--- src/rtl/video_timing_gen_param.sv ---
// ---------------------------------------------------------------------------
// video_timing_gen_param
//
// Parametrised raster timing generator. It produces the H/V counters, blanking,
// sync, screen coordinates and line/frame strobes for an arcade raster. All
// state advances on the pixel clock-enable. The sync start positions can be
// nudged at runtime, and the new position takes effect at the next frame
// boundary. Screen coordinates can be mirrored for flip-screen.
//
// Every output is a register loaded from a decode of the *next* counter value.
// As a result, blanking, sync, coordinates and strobes always line up with the
// h/v counts presented in the same clock.
//
// Ports:
//   i_clk          system clock
//   i_reset        asynchronous, active-high reset
//   i_cen          pixel clock-enable; nothing changes while low
//   i_h_adj[3:0]   signed hsync shift in pixels (-8..+7), latched at frame start
//   i_v_adj[2:0]   signed vsync shift in lines  (-4..+3), latched at frame start
//   i_inv          flip screen; mirrors o_scr_x / o_scr_y
//   o_h_cnt        raw horizontal counter (0..H_TOTAL-1)
//   o_v_cnt        raw vertical counter   (0..V_TOTAL-1)
//   o_scr_x/y      visible coordinates, 0 while blanked on that axis
//   o_hblank       h_cnt >= H_ACTIVE
//   o_vblank       v_cnt >= V_ACTIVE
//   o_hsync/vsync  sync outputs, polarity set by SYNC_POL (0 = active-low)
//   o_disp         visible area (~hblank & ~vblank)
//   o_line_start   one-clock pulse with cen when h_cnt becomes 0
//   o_frame_start  one-clock pulse with cen when h_cnt and v_cnt become 0
//   o_vbl_irq      one-clock pulse with cen when v_cnt becomes V_ACTIVE at h=0
//   o_frame_cnt    8-bit frame counter, wraps
// ---------------------------------------------------------------------------
module video_timing_gen_param #(
    parameter int CNT_W    = 9,
    parameter int H_TOTAL  = 384,
    parameter int H_ACTIVE = 256,
    parameter int HS_START = 288,
    parameter int HS_WIDTH = 32,
    parameter int V_TOTAL  = 264,
    parameter int V_ACTIVE = 224,
    parameter int VS_START = 240,
    parameter int VS_WIDTH = 4,
    parameter int SYNC_POL = 0
) (
    input  logic             i_clk,
    input  logic             i_reset,
    input  logic             i_cen,
    input  logic [3:0]       i_h_adj,
    input  logic [2:0]       i_v_adj,
    input  logic             i_inv,
    output logic [CNT_W-1:0] o_h_cnt,
    output logic [CNT_W-1:0] o_v_cnt,
    output logic [CNT_W-1:0] o_scr_x,
    output logic [CNT_W-1:0] o_scr_y,
    output logic             o_hblank,
    output logic             o_vblank,
    output logic             o_hsync,
    output logic             o_vsync,
    output logic             o_disp,
    output logic             o_line_start,
    output logic             o_frame_start,
    output logic             o_vbl_irq,
    output logic [7:0]       o_frame_cnt
);

    // Sync arithmetic uses CNT_W+1 magnitude bits plus a sign bit, so that
    // start+adjust and count-start can go negative before the modulo fold.
    localparam int SW = CNT_W + 2;

    localparam logic [CNT_W-1:0]        H_LAST     = CNT_W'(H_TOTAL - 1);
    localparam logic [CNT_W-1:0]        V_LAST     = CNT_W'(V_TOTAL - 1);
    localparam logic [CNT_W:0]          H_ACT_E    = (CNT_W+1)'(H_ACTIVE);
    localparam logic [CNT_W:0]          V_ACT_E    = (CNT_W+1)'(V_ACTIVE);
    localparam logic [CNT_W-1:0]        H_ACT_M1   = CNT_W'(H_ACTIVE - 1);
    localparam logic [CNT_W-1:0]        V_ACT_M1   = CNT_W'(V_ACTIVE - 1);
    localparam logic signed [SW-1:0]    HS_START_S = SW'(HS_START);
    localparam logic signed [SW-1:0]    HS_WIDTH_S = SW'(HS_WIDTH);
    localparam logic signed [SW-1:0]    H_TOTAL_S  = SW'(H_TOTAL);
    localparam logic signed [SW-1:0]    VS_START_S = SW'(VS_START);
    localparam logic signed [SW-1:0]    VS_WIDTH_S = SW'(VS_WIDTH);
    localparam logic signed [SW-1:0]    V_TOTAL_S  = SW'(V_TOTAL);
    localparam logic                    SYNC_ACT   = (SYNC_POL != 0);

    // Elaboration-time guard on the raster geometry.
    generate
        if (HS_WIDTH >= H_TOTAL || VS_WIDTH >= V_TOTAL ||
            H_ACTIVE > H_TOTAL || V_ACTIVE > V_TOTAL ||
            H_TOTAL > (1 << CNT_W) || V_TOTAL > (1 << CNT_W) ||
            V_ACTIVE == 0) begin : g_bad_params
            $error("video_timing_gen_param: illegal raster parameters");
        end
    endgenerate

    // The sync window is active while (cnt - (start + adj)) mod total < width.
    // Both subtractions are folded back into 0..total-1, so a window that
    // crosses the end of the line/frame wraps without a glitch.
    function automatic logic sync_hit(
        input logic [CNT_W-1:0]     cnt,
        input logic signed [SW-1:0] adj,
        input logic signed [SW-1:0] start,
        input logic signed [SW-1:0] total,
        input logic signed [SW-1:0] width
    );
        logic signed [SW-1:0] s;
        logic signed [SW-1:0] d;
        s = start + adj;
        if (s[SW-1])
            s = s + total;
        else if (s >= total)
            s = s - total;
        d = $signed({2'b00, cnt}) - s;
        if (d[SW-1])
            d = d + total;
        return d < width;
    endfunction

    logic [CNT_W-1:0] r_h_cnt, r_v_cnt, r_scr_x, r_scr_y;
    logic             r_hblank, r_vblank, r_hsync, r_vsync, r_disp;
    logic             r_line_start, r_frame_start, r_vbl_irq;
    logic [7:0]       r_frame_cnt;
    logic [3:0]       r_h_adj_l;
    logic [2:0]       r_v_adj_l;

    logic             w_h_wrap;
    logic [CNT_W-1:0] w_h_next, w_v_next;
    logic             w_at_origin;
    logic [3:0]       w_h_adj;
    logic [2:0]       w_v_adj;
    logic             w_hblank_n, w_vblank_n;
    logic             w_hs_act, w_vs_act;
    logic [CNT_W-1:0] w_scr_x, w_scr_y;

    always_comb begin
        w_h_wrap = (r_h_cnt == H_LAST);
        w_h_next = w_h_wrap ? '0 : r_h_cnt + CNT_W'(1);
        w_v_next = r_v_cnt;
        if (w_h_wrap)
            w_v_next = (r_v_cnt == V_LAST) ? '0 : r_v_cnt + CNT_W'(1);

        w_at_origin = (w_h_next == '0) && (w_v_next == '0);

        // The adjust captured at the frame boundary already governs the
        // first pixel of the new frame.
        w_h_adj = w_at_origin ? i_h_adj : r_h_adj_l;
        w_v_adj = w_at_origin ? i_v_adj : r_v_adj_l;

        w_hblank_n = ({1'b0, w_h_next} >= H_ACT_E);
        w_vblank_n = ({1'b0, w_v_next} >= V_ACT_E);

        w_hs_act = sync_hit(w_h_next, {{(SW-4){w_h_adj[3]}}, w_h_adj},
                            HS_START_S, H_TOTAL_S, HS_WIDTH_S);
        w_vs_act = sync_hit(w_v_next, {{(SW-3){w_v_adj[2]}}, w_v_adj},
                            VS_START_S, V_TOTAL_S, VS_WIDTH_S);

        w_scr_x = '0;
        if (!w_hblank_n)
            w_scr_x = i_inv ? (H_ACT_M1 - w_h_next) : w_h_next;
        w_scr_y = '0;
        if (!w_vblank_n)
            w_scr_y = i_inv ? (V_ACT_M1 - w_v_next) : w_v_next;
    end

    always_ff @(posedge i_clk or posedge i_reset) begin
        if (i_reset) begin
            r_h_cnt       <= '0;
            r_v_cnt       <= '0;
            r_scr_x       <= '0;
            r_scr_y       <= '0;
            r_hblank      <= 1'b0;
            r_vblank      <= 1'b0;
            r_hsync       <= ~SYNC_ACT;
            r_vsync       <= ~SYNC_ACT;
            r_disp        <= 1'b1;
            r_line_start  <= 1'b0;
            r_frame_start <= 1'b0;
            r_vbl_irq     <= 1'b0;
            r_frame_cnt   <= 8'd0;
            r_h_adj_l     <= 4'd0;
            r_v_adj_l     <= 3'd0;
        end else if (i_cen) begin
            r_h_cnt       <= w_h_next;
            r_v_cnt       <= w_v_next;
            r_scr_x       <= w_scr_x;
            r_scr_y       <= w_scr_y;
            r_hblank      <= w_hblank_n;
            r_vblank      <= w_vblank_n;
            r_hsync       <= w_hs_act ? SYNC_ACT : ~SYNC_ACT;
            r_vsync       <= w_vs_act ? SYNC_ACT : ~SYNC_ACT;
            r_disp        <= ~w_hblank_n & ~w_vblank_n;
            r_line_start  <= (w_h_next == '0);
            r_frame_start <= w_at_origin;
            r_vbl_irq     <= (w_h_next == '0) && ({1'b0, w_v_next} == V_ACT_E);
            if (w_at_origin) begin
                r_frame_cnt <= r_frame_cnt + 8'd1;
                r_h_adj_l   <= i_h_adj;
                r_v_adj_l   <= i_v_adj;
            end
        end else begin
            // Strobes only ever appear on cen cycles.
            r_line_start  <= 1'b0;
            r_frame_start <= 1'b0;
            r_vbl_irq     <= 1'b0;
        end
    end

    assign o_h_cnt       = r_h_cnt;
    assign o_v_cnt       = r_v_cnt;
    assign o_scr_x       = r_scr_x;
    assign o_scr_y       = r_scr_y;
    assign o_hblank      = r_hblank;
    assign o_vblank      = r_vblank;
    assign o_hsync       = r_hsync;
    assign o_vsync       = r_vsync;
    assign o_disp        = r_disp;
    assign o_line_start  = r_line_start;
    assign o_frame_start = r_frame_start;
    assign o_vbl_irq     = r_vbl_irq;
    assign o_frame_cnt   = r_frame_cnt;

endmodule

--- config.mk ---
export PLATFORM = sky130hd
export DESIGN_NAME = video_timing_gen_param
export DESIGN_NICKNAME = d
export VERILOG_FILES = /design/src/rtl/video_timing_gen_param.sv
export SDC_FILE = /design/constraint.sdc
export NUM_CORES = 1
export LEC_CHECK = 0
export CORE_MARGIN = 3
export CORE_UTILIZATION = 30
export CTS_BUF_LIST = sky130_fd_sc_hd__clkbuf_4
export DETAILED_ROUTE_END_ITERATION = 12
export PLACE_DENSITY_LB_ADDON = 0.3
export SLEW_MARGIN = 20
export SYNTH_ARGS = -nofsm -noshare
export SYNTH_HDL_FRONTEND = slang
export SYNTH_SLANG_ARGS = --single-unit
--- constraint.sdc ---
create_clock -name i_clk -period 6.35 [get_ports i_clk]
set_input_delay 0.635 -clock i_clk [delete_from_list [all_inputs] [get_ports i_clk]]
set_output_delay 0.635 -clock i_clk [all_outputs]
set_load 0.02 [all_outputs]
==> impl_metrics.py, run 1 <==
metrics = {
    "run_status": {
        "outcome": "finished, final reports clean",
    },
    "clock_tree": {
        "cts_setup_buffers": 0,
        "cts_root_buf": "clkbuf_4",
        "cts_tree": "built",
        "cts_buffer_depth": 2,
        "cts_inserted_buffers": 9,
        "htree_levels": 3,
        "clock_sinks": 59,
        "clock_latency_ps": 420,
        "clk_pin_slew_ps": 100,
        "ctsResizeCount": 0,
        "postCtsHoldBufs": 0,
    },
    "setup_path": {
        "endpoint_kind": "flop",
        "worstPathArrival_ps": 5560,
        "startpoint_type": "flop",
        "cp-startpoint": "o_h_cnt[0]$_DFFE_PP0P_",
        "path_class": "reg2reg",
        "crit_path_max_incr_delay_ps": 460,
        "r2r-start": "o_h_cnt[0]$_DFFE_PP0P_",
        "cpMostUsedCell": "ha_1",
        "path_cells": "ha_1, nand4_2, nor3_2, nor2_1, a21oi_2, inv_1, a21oi_1, and4_4, mux2i_1, ha_1, and3b_1, mux2i_1, o21ai_2, maj3_4, xnor2_2, ha_1, mux2_4, or3_1, a32o_1",
        "cp_data_required_time_ps": 6710,
        "cp_max_fo": 11,
        "slowest_stage": "dfrtp_1",
    },
    "placed_design": {
        "io_buffers": 62,
        "placed_area_mm2": 0.004496,
        "routabilityCongestion": 0.8559,
        "dpl.hpwl_um": 7169,
    },
    "global_routing": {
        "grt_use_total_pct": 14.67,
        "grt_pass1_vias": 3153,
        "grt_max_degree": 62,
        "grt_pass1_wl_um": 16600,
        "antenna_found_initial": 0,
        "gr-total-overflow": 0,
    },
    "sta": {
        "fin_skew_ps": 13.70,
        "finalMaxSlewViolations": 0,
        "period_share_pct": 81.80,
        "slew-limit-headroom_pct": 31.43,
        "worstMarginPinSlew_ps": 1025,
        "fin_setup_tns_ps": 0,
        "hold_viol": 0,
        "setup_violations": 0,
        "max_freq_ghz": 0.1925,
        "finalCriticalPeriod_ps": 5194,
        "rsz0062_at_grt": "no",
    },
    "routing": {
        "post_drt_wl_per_cell_um": 15.71,
        "drc_errors": 0,
        "via_count": 3196,
        "drtAntennaViolNets": 0,
        "wirelength_um": 9976,
        "viasPerCell": 5.033,
        "drt_iter0_drc": 184,
        "firstDrtPassIters": 7,
    },
    "yosys": {
        "synth_warnings": 0,
        "synth_ff_type": "dfrtp_1",
        "synthDistinctLibCells": 70,
        "syn_nets": 433,
        "synth.area.top_cells": "dfrtp_1 37%, xnor2_1 6.7%, ha_1 5.0%, nand2_1 4.8%, xor2_1 3.7%",
        "synth_common_cells": "56 x dfrtp_1, 48 x nand2_1, 31 x inv_1, 29 x xnor2_1, 26 x nor2_1",
        "synthCells": 407,
        "yosysTopAreaCell": "dfrtp_1",
        "yosysMostFrequentCell": "dfrtp_1",
        "ys_ff_latch": 59,
        "syn-cell-area_mm2": 0.003772,
        "seq_area_frac_synth_pct": 39.24,
        "synth_top_area_share_pct": 37.15,
        "synthArstFlopShare_pct": 100.0,
        "syn_area_per_cell_um2": 9.269,
        "synth_edf_count": 0,
    },
    "floorplan": {
        "num_rows": 40,
        "dieArea_mm2": 0.01396,
        "start_util_pct": 31.02,
        "die_w_um": 118.1,
        "io_pins": 63,
        "die_h_um": 118.1,
        "core-area_mm2": 0.01216,
    },
    "final_layout": {
        "nets": 488,
        "diodes": 0,
        "drive_gt1_share_pct": 9.636,
        "stdcell_area_mm2": 0.004603,
        "syn2layout_area_growth_pct": 22.02,
    },
    "flow_run": {
        "maxCapViolations": 0,
    },
    "worst_hold_path": {
        "hold_start": "o_disp$_DFFE_PP1P_",
        "hold_path.class": "reg2reg",
    },
    "power_and_ir_drop": {
        "ir_drop_mv": 0.1175,
        "total_leakage_power_uw": 0.001869,
        "p_per_area_mw_per_mm2": 275.0,
    },
}
-- cell type report --
class	count	area (µm²)
clock buffers	12	90.09
clock inverters	4	17.52
inverters	32	120.1
flip-flops and latches	59	1480
well taps	168	210.2
fillers	1233	7559
multi-input cells	296	2054
repair buffers	64	630.6
-- metal layers --
layer	wire, µm	GRT usage [%]	up-vias	share of wire, %
met3	496	4.450	16	5.0
met4	168	4.469	0	1.7
met1	5017	20.50	1561	50
met2	4294	21.76	80	43
met5	0	0	-	0
li1	-	-	1539	-
-- where the power goes --
part,internal [µW],switching [µW],leakage [µW],total (µW)
registers,419,79.6,0.000753,499
logic,248,287,0.00105,535
clock network,90.1,142,0.0000662,232
total,758,508,0.00187,1270
-- state kept, by name (all words and copies together) (netlist names) --
| register | cells |
|---|---|
| o_line_start | 1 |
| r_h_adj_l | 4 |
| o_vbl_irq | 1 |
| o_vblank | 1 |
| o_hsync | 1 |
| o_hblank | 1 |
| o_vsync | 1 |
| o_disp | 1 |
| o_frame_start | 1 |
| o_frame_cnt | 8 |
| r_v_adj_l | 3 |
| o_scr_x | 9 |
| o_v_cnt | 9 |
| o_h_cnt | 9 |
| o_scr_y | 9 |
-- placed cells by master, fill, tap and decap left out, types with 4 or more instances in the layout --
cell type	count
mux2i_1	8
and3_1	4
clkbuf_4	12
o22ai_1	13
inv_1	30
a21oi_1	16
a31oi_1	5
dfrtp_1	56
o21ai_0	12
xor2_1	16
clkdlybuf4s50_1	61
and4_1	4
nor3_1	7
nand4_1	5
ha_1	15
o21a_1	5
xnor2_1	29
nand2_1	48
nand3_1	15
nor2_1	26
mux2_2	4
-- metrics by stage --
| step | util, % | hold slack (ps) | setup slack (ps) | power [µW] | instances |
|---|---|---|---|---|---|
| 6_report | 37.85 | 479.6 | 1156 | 1266 | 635 |
| 5_1_grt | 37.85 | 500.4 | 796.5 | 1367 | 635 |
| 4_1_cts | 37.85 | 479.8 | 1163 | 1283 | 635 |
| 3_5_place_dp | 36.96 | 462.0 | 1185 | 1039 | 619 |
| 3_3_place_gp | 36.96 | 458.8 | 1338 | 1032 | 619 |
| 2_1_floorplan | - | 438.5 | 1552 | 875.0 | 407 |
-- cells by family after synthesis --
group	synth area share [%]
XOR/XNOR	10.88
AND/OR/NAND/NOR	20.30
flip-flops	39.24
adder cells (fa/ha/maj)	5.340
multiplexers	4.478
AO/OA/AOI/OAI	13.47
buffers and inverters	6.302
-- final timing paths --
| check | cells after the start | slack, ps | to |
|---|---|---|---|
| max | 19 | 1160 | o_vsync$_DFFE_PP1P_ |
| min | 2 | 480 | o_disp$_DFFE_PP1P_ |
| max reg2reg | 19 | 1160 | o_vsync$_DFFE_PP1P_ |
| min reg2reg | 2 | 480 | o_disp$_DFFE_PP1P_ |
| max in group asynchronous | 3 | 5100 | o_line_start$_DFF_PP0_ |
| min in group asynchronous | 3 | 740 | o_frame_start$_DFF_PP0_ |
-- worst max-delay path: cells and delay by family (launching register included) --
kind	cells	cell delay, ps
simple gates	6	1530
fa+ha+maj	4	1260
compound gates	4	800
mux	3	680
flops	1	460
xor+xnor	1	260
buf+inv	1	150
Note: power is estimated with default switching activity, not from simulation.
==> run 2, diff against run 1 <==
Clock period 6.35 ns to 5.22 ns, I/O delays scaled along.
==> run 2 against run 1 <==
  * Clock power is 18% higher
  * Worst setup slack worse by 840 ps
  * Worst hold slack better by 2.0 ps
  * Sequential share of layout area is 0.68 points lower
==> impl_metrics.py, run 2 (synthesized netlist as in run 1, its figures left out) <==
metrics = {
    "clock_tree": {
        "clock_latency_ps": 410,
        "cts_root_buf": "clkbuf_4",
        "cts_buffer_depth": 2,
        "cts_inserted_buffers": 9,
        "cts_tree": "built",
        "htree_levels": 3,
        "clock_sinks": 59,
        "postCtsHoldBufs": 0,
        "clk_pin_slew_ps": 110,
    },
    "setup_path": {
        "critPathBufInv": 0,
        "path_class": "reg2reg",
        "r2r-start": "o_h_cnt[4]$_DFFE_PP0P_",
        "worstReg2RegEnd": "o_vsync$_DFFE_PP1P_",
        "slowest_stage": "dfrtp_1",
        "ff2ff_path_depth": 16,
        "endpoint_kind": "flop",
        "worstPathArrival_ps": 5260,
        "startpoint_type": "flop",
        "cp_data_required_time_ps": 5570,
        "path_cells": "nand4b_4, nor4_1, xnor2_1, and4b_1, and4_4, mux2i_1, ha_1, and3b_1, mux2i_1, o21ai_2, maj3_4, xnor2_2, ha_1, mux2_4, or3_1, a32o_1",
        "rrSetupSlack_ps": 320,
        "crit_path_max_incr_delay_ps": 630,
        "cp_max_fo": 10,
        "crit_family": "simple AND/OR/NAND/NOR gates",
    },
    "power_and_ir_drop": {
        "p_total_uw": 1567,
        "ir_drop_mv": 0.1525,
        "total_leakage_power_uw": 0.001921,
        "p_per_area_mw_per_mm2": 332.3,
    },
    "final_layout": {
        "drive_gt1_share_pct": 12.61,
        "diodes": 0,
        "stdcell_area_mm2": 0.004715,
        "nets": 497,
        "most-common-layout-cells": "61 x clkdlybuf4s50_1, 53 x dfrtp_1, 48 x nand2_1",
        "syn2layout_area_growth_pct": 24.98,
        "final_common_cell": "clkdlybuf4s50_1",
    },
    "floorplan": {
        "num_rows": 40,
        "core-area_mm2": 0.01216,
        "dieArea_mm2": 0.01396,
        "die_h_um": 118.1,
        "die_w_um": 118.1,
        "io_pins": 63,
        "start_util_pct": 31.02,
    },
    "routing": {
        "via_count": 3226,
        "firstDrtPassIters": 4,
        "wl_met1_um": 5011,
        "viasPerCell": 5.009,
        "top_layer_used": "met4",
        "post_drt_wl_per_cell_um": 15.59,
        "drt_iter0_drc": 210,
        "wirelength_um": 10040,
        "wl_met3_um": 563,
        "drc_errors": 0,
        "drtAntennaViolNets": 0,
        "routed-wl-met2_um": 4340,
    },
    "sta": {
        "rsz0062_at_grt": "no",
        "finalMaxSlewViolations": 0,
        "setup_violations": 0,
        "finalCriticalPeriod_ps": 4904,
        "hold_viol": 0,
        "hold_ws_ps": 481.6,
        "fin_setup_tns_ps": 0,
        "max_freq_ghz": 0.2039,
        "fin_skew_ps": 12.05,
        "period_share_pct": 93.94,
        "worstMarginPinSlew_ps": 1057,
        "slew-limit-headroom_pct": 29.31,
    },
    "global_routing": {
        "grt_max_degree": 62,
        "gr-total-overflow": 0,
        "grt_pass1_wl_um": 16660,
        "grt_use_total_pct": 14.63,
        "antenna_found_initial": 0,
        "grt_pass1_vias": 3293,
    },
    "worst_hold_path": {
        "hold_start": "o_disp$_DFFE_PP1P_",
        "min_to": "o_disp$_DFFE_PP1P_",
        "hold_depth": 2,
        "hold_path.class": "reg2reg",
    },
    "placed_design": {
        "dpl.hpwl_um": 7142,
        "routabilityCongestion": 0.8451,
        "io_buffers": 62,
        "placed_area_mm2": 0.004533,
    },
    "run_status": {
        "outcome": "finished, final reports clean",
    },
    "flow_run": {
        "maxCapViolations": 0,
    },
}
run 2: worst max-delay path by stage:
| stage | from | endpoint | depth (start not counted) |
|---|---|---|---|
| after global placement | o_h_cnt[0]$_DFFE_PP0P_ | o_vsync$_DFFE_PP1P_ | 17 |
| after CTS | o_h_cnt[0]$_DFFE_PP0P_ | o_vsync$_DFFE_PP1P_ | 17 |
| after global routing | o_h_cnt[4]$_DFFE_PP0P_ | o_vsync$_DFFE_PP1P_ | 18 |
| after detailed placement | o_h_cnt[0]$_DFFE_PP0P_ | o_vsync$_DFFE_PP1P_ | 17 |
| final | o_h_cnt[4]$_DFFE_PP0P_ | o_vsync$_DFFE_PP1P_ | 16 |
| after floorplan | o_h_cnt[0]$_DFFE_PP0P_ | o_vsync$_DFFE_PP1P_ | 19 |
run 2: power breakdown:
part | leakage, µW | internal [µW] | switching, µW
logic | 0.00111 | 318 | 364
clock network | 0.0000631 | 103 | 171
registers | 0.000750 | 513 | 97.8
total | 0.00192 | 934 | 633
run 2: area by class of cell:
| type | instances | area (µm²) |
|---|---|---|
| multi-input cells | 296 | 2098 |
| clock buffers | 11 | 82.58 |
| well taps | 168 | 210.2 |
| repair buffers | 73 | 698.2 |
| fillers | 1221 | 7447 |
| clock inverters | 5 | 21.27 |
| flip-flops and latches | 59 | 1484 |
| inverters | 32 | 120.1 |
run 2: through the flow:
stage / setup WS (ps) / utilization [%] / cells
CTS: 69.61 / 38.13 / 640
floorplan: 421.6 / - / 407
global placement: 235.5 / 37.27 / 624
finish: 316.4 / 38.77 / 644
detailed placement: 121.2 / 37.27 / 624
global route: 11.88 / 38.77 / 644
run 2: repair_timing:
action | CTS | global route
endpoints found under the setup margin | 0 | 2
gates resized for setup | 0 | 11
buffers inserted | 0 | 4
run 2: worst min-delay path, stage by stage, from the launching register on:
cell and delay (ps):
dfstp_2 380, inv_1 40, o22ai_1 60
run 2: metal layers:
metal | vias up | global-route usage, %
li1 | 1554 | -
met1 | 1584 | 20.46
met2 | 78 | 21.58
met3 | 10 | 4.450
met4 | 0 | 4.689
met5 | - | 0
